**src/rtl/mem_march_bist.sv**
```systemverilog
// Purpose: RAM self-test initiator; writes seed^index over Depth words, reads them back, flags the first mismatch.
// Latency: start sampled at cycle 0, writes in 1..Depth, reads in Depth+1..2*Depth, done pulse at 2*Depth+2.
// Backpressure: none; one request per cycle, and a response is expected exactly one cycle after each request.
module mem_march_bist #(
    parameter int unsigned Depth    = 128,
    parameter logic [31:0] BaseAddr = 32'h0
) (
    input  logic        clk_i,
    input  logic        rst_ni,
    input  logic        start_i,
    input  logic [31:0] pattern_i,
    output logic        busy_o,
    output logic        done_o,
    output logic        error_o,
    output logic [31:0] err_addr_o,
    output logic [31:0] err_rdata_o,
    output logic        mem_req_o,
    output logic        mem_we_o,
    output logic [3:0]  mem_be_o,
    output logic [31:0] mem_addr_o,
    output logic [31:0] mem_wdata_o,
    input  logic        mem_rvalid_i,
    input  logic [31:0] mem_rdata_i
);

    localparam int unsigned   IW   = $clog2(Depth) + 1;
    localparam logic [IW-1:0] LAST = IW'(Depth - 1);

    typedef enum logic [2:0] {
        S_IDLE,
        S_WRITE,
        S_READ,
        S_DRAIN,
        S_DONE
    } state_e;

    state_e        state_q, state_d;
    logic [IW-1:0] idx_q, idx_d;
    logic [31:0]   seed_q, seed_d;
    logic          start_ok;

    // The outputs are registered from the next state, so the request on the bus in
    // a given cycle always belongs to the state/index held during that cycle.
    logic          req_d, we_d;
    logic [31:0]   addr_d, wdata_d;

    // Read currently awaiting its response (compared one cycle after issue).
    logic          pend_q;
    logic [31:0]   pend_exp_q, pend_addr_q;
    logic          cmp_fail;
    logic [31:0]   fail_rdata;

    // Next-state, index and seed selection; the bus request is derived from the next state.
    always_comb begin
        state_d  = state_q;
        idx_d    = idx_q;
        seed_d   = seed_q;
        start_ok = 1'b0;
        case (state_q)
            S_IDLE: begin
                if (start_i) begin
                    start_ok = 1'b1;
                    seed_d   = pattern_i;
                    idx_d    = '0;
                    state_d  = S_WRITE;
                end
            end
            S_WRITE: begin
                if (idx_q == LAST) begin
                    idx_d   = '0;
                    state_d = S_READ;
                end else begin
                    idx_d = idx_q + 1'b1;
                end
            end
            S_READ: begin
                if (idx_q == LAST) begin
                    state_d = S_DRAIN;
                end else begin
                    idx_d = idx_q + 1'b1;
                end
            end
            S_DRAIN: state_d = S_DONE;
            S_DONE:  state_d = S_IDLE;
            default: state_d = S_IDLE;
        endcase

        req_d   = (state_d == S_WRITE) || (state_d == S_READ);
        we_d    = (state_d == S_WRITE);
        addr_d  = req_d ? (BaseAddr + (32'(idx_d) << 2)) : 32'h0;
        wdata_d = we_d ? (seed_d ^ 32'(idx_d)) : 32'h0;
    end

    // A failure is a pending read with either no response or a wrong word.
    assign cmp_fail   = pend_q && (!mem_rvalid_i || (mem_rdata_i != pend_exp_q));
    assign fail_rdata = mem_rvalid_i ? mem_rdata_i : 32'h0;

    // FSM state, index and latched seed.
    always_ff @(posedge clk_i or negedge rst_ni) begin
        if (!rst_ni) begin
            state_q <= S_IDLE;
            idx_q   <= '0;
            seed_q  <= 32'h0;
        end else begin
            state_q <= state_d;
            idx_q   <= idx_d;
            seed_q  <= seed_d;
        end
    end

    // Registered memory request and status outputs.
    always_ff @(posedge clk_i or negedge rst_ni) begin
        if (!rst_ni) begin
            mem_req_o   <= 1'b0;
            mem_we_o    <= 1'b0;
            mem_be_o    <= 4'h0;
            mem_addr_o  <= 32'h0;
            mem_wdata_o <= 32'h0;
            busy_o      <= 1'b0;
            done_o      <= 1'b0;
        end else begin
            mem_req_o   <= req_d;
            mem_we_o    <= we_d;
            mem_be_o    <= {4{req_d}};
            mem_addr_o  <= addr_d;
            mem_wdata_o <= wdata_d;
            busy_o      <= req_d || (state_d == S_DRAIN);
            done_o      <= (state_d == S_DONE);
        end
    end

    // Remember the read on the bus this cycle so its response can be checked next cycle.
    always_ff @(posedge clk_i or negedge rst_ni) begin
        if (!rst_ni) begin
            pend_q      <= 1'b0;
            pend_exp_q  <= 32'h0;
            pend_addr_q <= 32'h0;
        end else begin
            pend_q      <= (state_q == S_READ);
            pend_exp_q  <= seed_q ^ 32'(idx_q);
            pend_addr_q <= mem_addr_o;
        end
    end

    // Sticky error flag with first-failure capture; cleared only by an accepted start.
    always_ff @(posedge clk_i or negedge rst_ni) begin
        if (!rst_ni) begin
            error_o     <= 1'b0;
            err_addr_o  <= 32'h0;
            err_rdata_o <= 32'h0;
        end else if (start_ok) begin
            error_o     <= 1'b0;
            err_addr_o  <= 32'h0;
            err_rdata_o <= 32'h0;
        end else if (cmp_fail) begin
            error_o <= 1'b1;
            if (!error_o) begin
                err_addr_o  <= pend_addr_q;
                err_rdata_o <= fail_rdata;
            end
        end
    end

endmodule

```
**config.mk**
```make
export PLATFORM = sky130hd
export DESIGN_NAME = mem_march_bist
export DESIGN_NICKNAME = d
export VERILOG_FILES = /design/src/rtl/mem_march_bist.sv
export SDC_FILE = /design/constraint.sdc
export NUM_CORES = 1
export LEC_CHECK = 0
export ABC_AREA = 1
export ABC_CLOCK_PERIOD_IN_PS = 1900
export BUFFER_PORTS_ARGS = -buffer_cell sky130_fd_sc_hd__buf_2
export CORE_MARGIN = 1.5
export CORE_UTILIZATION = 47
export DETAILED_ROUTE_END_ITERATION = 8
export PLACE_DENSITY = 0.74
export REMOVE_ABC_BUFFERS = 1
export SYNTH_ARGS = -nofsm -noshare
export SYNTH_HDL_FRONTEND = slang
export SYNTH_SLANG_ARGS = --single-unit
```
**constraint.sdc**
```tcl
create_clock -name clk_i -period 1.9 [get_ports clk_i]
set_input_delay 0.19 -clock clk_i [delete_from_list [all_inputs] [get_ports clk_i]]
set_output_delay 0.19 -clock clk_i [all_outputs]
set_load 0.01 [all_outputs]
```
# After elaboration in Yosys (flattened, before gate mapping)
# Cells that the tools add are included.
# word_totals
input_bits	68
regBits	198
output_inout_bits	137
# classes
addsub	1
muxes	23
eq_ne	10
reduce_logical	8
bitwise	2
# op_table
operator	count
two-way mux 32 bit	10
bitwise XOR 32 x 8 -> 32 bit	2
inequality test 32 bit	1
two-way mux 8 bit	3
one-hot mux 8 bit (3 select lines)	1
== test 3 x 2 -> 1 bit, second input constant	4
one-hot mux 3 bit (4 select lines)	1
two-way mux 10 bit	1
two-way mux 3 bit	3
adder 8 x 1 -> 8 bit, second input constant	1
== test 8 x 7 -> 1 bit, second input constant	1
== test 3 x 1 -> 1 bit, second input constant	2
two-way mux 1 bit	4
== test 3 bit, second input constant	1
logical NOT 3 bit	1
logical OR 1 bit	3
inequality test 2 x 1 -> 1 bit, second input constant	1
AND reduction 2 bit	1
nonzero test 2 bit	1
logical AND 1 bit	1
logical NOT 1 bit	1

# Depth between registers and ports, before layout
# depth
word_depth	6
mapped_depth	13

# Least setup slack after synthesis
# OpenSTA, ideal clock, no wires.
# synth_timing
path_type	reg2reg
startpoint	register idx_q[0]
endpoint	register mem_wdata_o[0]
path_buffers	0
arrival_time_ns	1.695
synth_period_minus_slack_ns	1.814
stages_incl_launch_ff	12
path_slack_ns	0.086
cell_sequence	dfrtp_1 ha_1 nand2_1 nor2_2 nand3_2 inv_2 nand2_2 ha_1 o21ai_0 o21bai_2 xnor2_1 nor2_1
# synth_between
elab_chain_cells	5
word_cells_on_any_way	12
cone_classes	add/sub: 1; eq/ne: 2; mux: 8; bitwise: 1
# synth_lines
item	line	rtl
from (decl)	38	logic [IW-1:0] idx_q, idx_d;
from (signal assigned)	106	idx_q <= idx_d;
adder 8 x 1 -> 8 bit / == test 8 x 7 -> 1 bit (equally long branches)	n/a	
two-way mux 8 bit, on equally long branches	77, 69	
one-hot mux 8 bit (3 select lines) (*)	59	case (state_q)
via idx_d[0]	38	
bitwise XOR 32 x 8 -> 32 bit (*)	91	wdata_d = we_d ? (seed_d ^ 32'(idx_d)) : 32'h0;
two-way mux 32 bit (*)	91	
via wdata_d[0]	45	logic [31:0] addr_d, wdata_d;
to (signal assigned)	126	mem_wdata_o <= wdata_d;
to (decl)	21	output logic [31:0] mem_wdata_o,
# Mark *: on every way through the listed nets, which the timed path passes. The rest lies on a longest branch.
# A chain may end at the register's enable or synchronous reset.

# Final worst setup path
# Ends and elaborated chain as after synthesis.

==> reports/results.tsv <==
metric	value	unit
run_status	complete, but fails checks	
violations	setup timing	
synth_cell_type_count	36	
grt_most_used_layer	met2	
synth.cell_area	0.007477	mm^2
grt_util_met3	0.05780	
final.fill_count	1314	
yosys_warnings	0	
yosysSeqAreaShare	0.5656	
route.detailed.vias_per_inst	4.795	
worst_setup_path_start_kind	flop	
synth.largest_area_cell	sky130_fd_sc_hd__dfrtp_1	
fmax	0.5254	GHz
global_route.usage.met1	0.2791	
sum_of_negative_setup_slack	-0.003368	ns
finalHoldViolations	0	
synth.avg_cell_area	8.912	um^2
critical_path_peak_fanout	2	
final-max-slew-violation-count	0	
worst-endpoint-arrival	2.24	ns
dpl_worst_slack	-0.1573	ns
layout.core_utilization	0.6137	
worst_hold_slack	0.02132	ns
drive_above_1_share	0.2413	
drtAntennaViolNets	0	
grt_start_max_net_pins	77	
leakage	0.005557	uW
critPathSlowestCell	sky130_fd_sc_hd__dfrtp_1	
layout.area.seq	0.004229	mm^2
finalCritPeriodShare	1.002	
maxCapViolCount	0	
antenna_violations_before_repair	1	
grt_pass1_wl	28120	um
gp_congestion	0.8567	
cts_root_buf	sky130_fd_sc_hd__clkbuf_16	
unrepaired_setup_endpoints_after_global_routing	yes	
synth-edff-count	0	
cts_tree	done	
final.setup_skew	0.01064	ns
ios	205	
synthToLayoutAreaGrowth	26.15	%
synthesis.instances	839	
grt_use_total	0.2224	
synthTopCellsByCount	245 x sky130_fd_sc_hd__nand2_1, 169 x sky130_fd_sc_hd__dfrtp_1, 104 x sky130_fd_sc_hd__inv_1	
dp.final_hpwl	11810	um
dr.pass1.iters	5	
multi_input_comb_area	0.002562	mm^2
diodes	0	
final_setup_violations	1	
peakVddDrop	603.3	uV
wire_per_inst	14.75	um
dominantRegCellSynth	sky130_fd_sc_hd__dfrtp_1	
power_density	830.8	mW/mm^2
critPathCaptureType	flop	
die_extent_in_y	129.1	um
timing.critical_path.cells	ha_4, nand2_4, nor2_4, nand3_2, inv_2, nand2_2, ha_4, o21ai_1, o21bai_4, xnor2_1, nor2_1	
final_period_minus_worst_setup_slack	1.903	ns
design.core.area	0.01537	mm^2
post-route-drc-count	0	
cts.sink_count	169	
dr_total_vias	5998	
row_count	45	
most_instantiated_library_cell_after_synthesis	sky130_fd_sc_hd__nand2_1	
netlist_top_cells_area	sky130_fd_sc_hd__dfrtp_1 57%, sky130_fd_sc_hd__nand2_1 12%, sky130_fd_sc_hd__buf_4 5.8%	
postLayoutSetupSlackWorst	-0.003368	ns
tritoncts_buffers	17	
cts_buffer_depth	2	
count_of_h_tree_levels_built_during_cts	4	
global_route.overflow_total	0	
width_of_the_die	129.1	um
worstPathRequired	2.23	ns
synth_top_area_frac	0.5656	
first_global_vias	5593	
final_nets	1098	
wirelength	18450	um
ys_seq_elements	169	
hold_path_class	in -> reg	
clock_insertion_delay_worst_skew	0.43	ns
drtIter0Drc	299	
global_route.usage.met2	0.3645	
die_area	0.01667	mm^2
register_clock_pin_slew_on_the_reported_worst_setup_and_hold_paths	0.06	ns
path_class	reg -> reg	
port_buffers	156	
critPathMaxStageDelay	0.41	ns
floorplan.initialDensity	0.4864	
asyncSetResetFlopFracSynth	1.000	
path_common_cell	sky130_fd_sc_hd__ha_4	
final cells by class:
class,count,area share
multi-input combinational,527,0.2717
inverter,109,0.04390
tap,211,0.02799
timing repair buffer,204,0.1374
clock buffer,20,0.04735
clock inverter,11,0.02335
sequential,169,0.4483
report_power, final:
part           leakage, uW  total [uW]  switching [uW]  internal [uW]
clock             0.000313        3890            1390           2500
combinational      0.00302         352             221            131
sequential         0.00223        3600               0           3600
logic make-up (layout without fill, tap and decap cells):
group,Yosys count,in the layout,share of synthesized area
compound gates,47,47,0.03380
xor+xnor,17,17,0.01991
fa+ha+maj,2,2,0.003346
buf+inv,194,344,0.1319
flops,169,169,0.5656
mux,5,5,0.006694
other cells,1,48,0.0005015
simple gates,404,408,0.2383
sequential cells by signal (all words and copies together) (netlist names):
| name | count |
|---|---|
| pend_exp_q | 32 |
| done_o | 1 |
| err_rdata_o | 32 |
| seed_q | 32 |
| busy_o | 1 |
| mem_we_o | 1 |
| mem_addr_o | 8 |
| pend_q | 1 |
| error_o | 1 |
| mem_wdata_o | 32 |
| pend_addr_q | 8 |
| state_q | 3 |
| err_addr_o | 8 |
| idx_q | 8 |
| mem_be_o | 1 |
stage by stage:
stage | instances | total power [uW] | cell area [um^2]
2_1_floorplan | 801 | 3777 | 7082
3_3_place_gp | 1190 | 3971 | 8381
3_5_place_dp | 1190 | 3975 | 8381
4_1_cts | 1248 | 7877 | 9336
5_1_grt | 1251 | 8101 | 9433
6_report | 1251 | 7837 | 9433
cell usage in the layout (no fill, tap or decap), drive strengths merged, types with 20 or more instances in the layout:
master       count
dfrtp          169
dlygate4sd3     25
nand2          255
inv            109
a21oi           30
nor2            55
buf            179
nand3           51
conb            48
nand4           43
clkbuf          20
worst paths after layout:
kind	startpoint	to	slack, ns	cells after the start
max	idx_q[0]$_DFF_PN0_	mem_wdata_o[0]$_DFF_PN0_	-0.003	11
min	pattern_i[7]	seed_q[7]$_DFF_PN0_	0.02	3
max reg2reg	idx_q[0]$_DFF_PN0_	mem_wdata_o[0]$_DFF_PN0_	-0.003	11
min in group asynchronous	rst_ni	done_o$_DFF_PN0_	0.20	2
min reg2reg	seed_q[18]$_DFF_PN0_	pend_exp_q[18]$_DFF_PN0_	0.37	0
max in group asynchronous	rst_ni	err_rdata_o[28]$_DFFE_PN0P_	1.02	3
critical path, delay by kind of cell (launching register included):
family	cells	cell delay, ns
AO/OA/AOI/OAI	2	0.24
XOR/XNOR	1	0.13
adder cells (fa/ha/maj)	2	0.45
buffers and inverters	1	0.07
flip-flops	1	0.41
AND/OR/NAND/NOR	5	0.50
metal layers:
layer,wire length [um],part of all wire
met4,578,0.031
met1,7563,0.41
met2,9170,0.50
met5,13,0.00070
met3,1122,0.061
what timing repair did:
item	CTS	global route
pin swaps	5	11
gates resized for setup	7	17
setup endpoints to repair	42	60
hold buffers	25	0
hold endpoints to repair	117	0
cloned	1	3
buffers inserted	1	0
No activity file was read; power rests on OpenSTA's default activity.
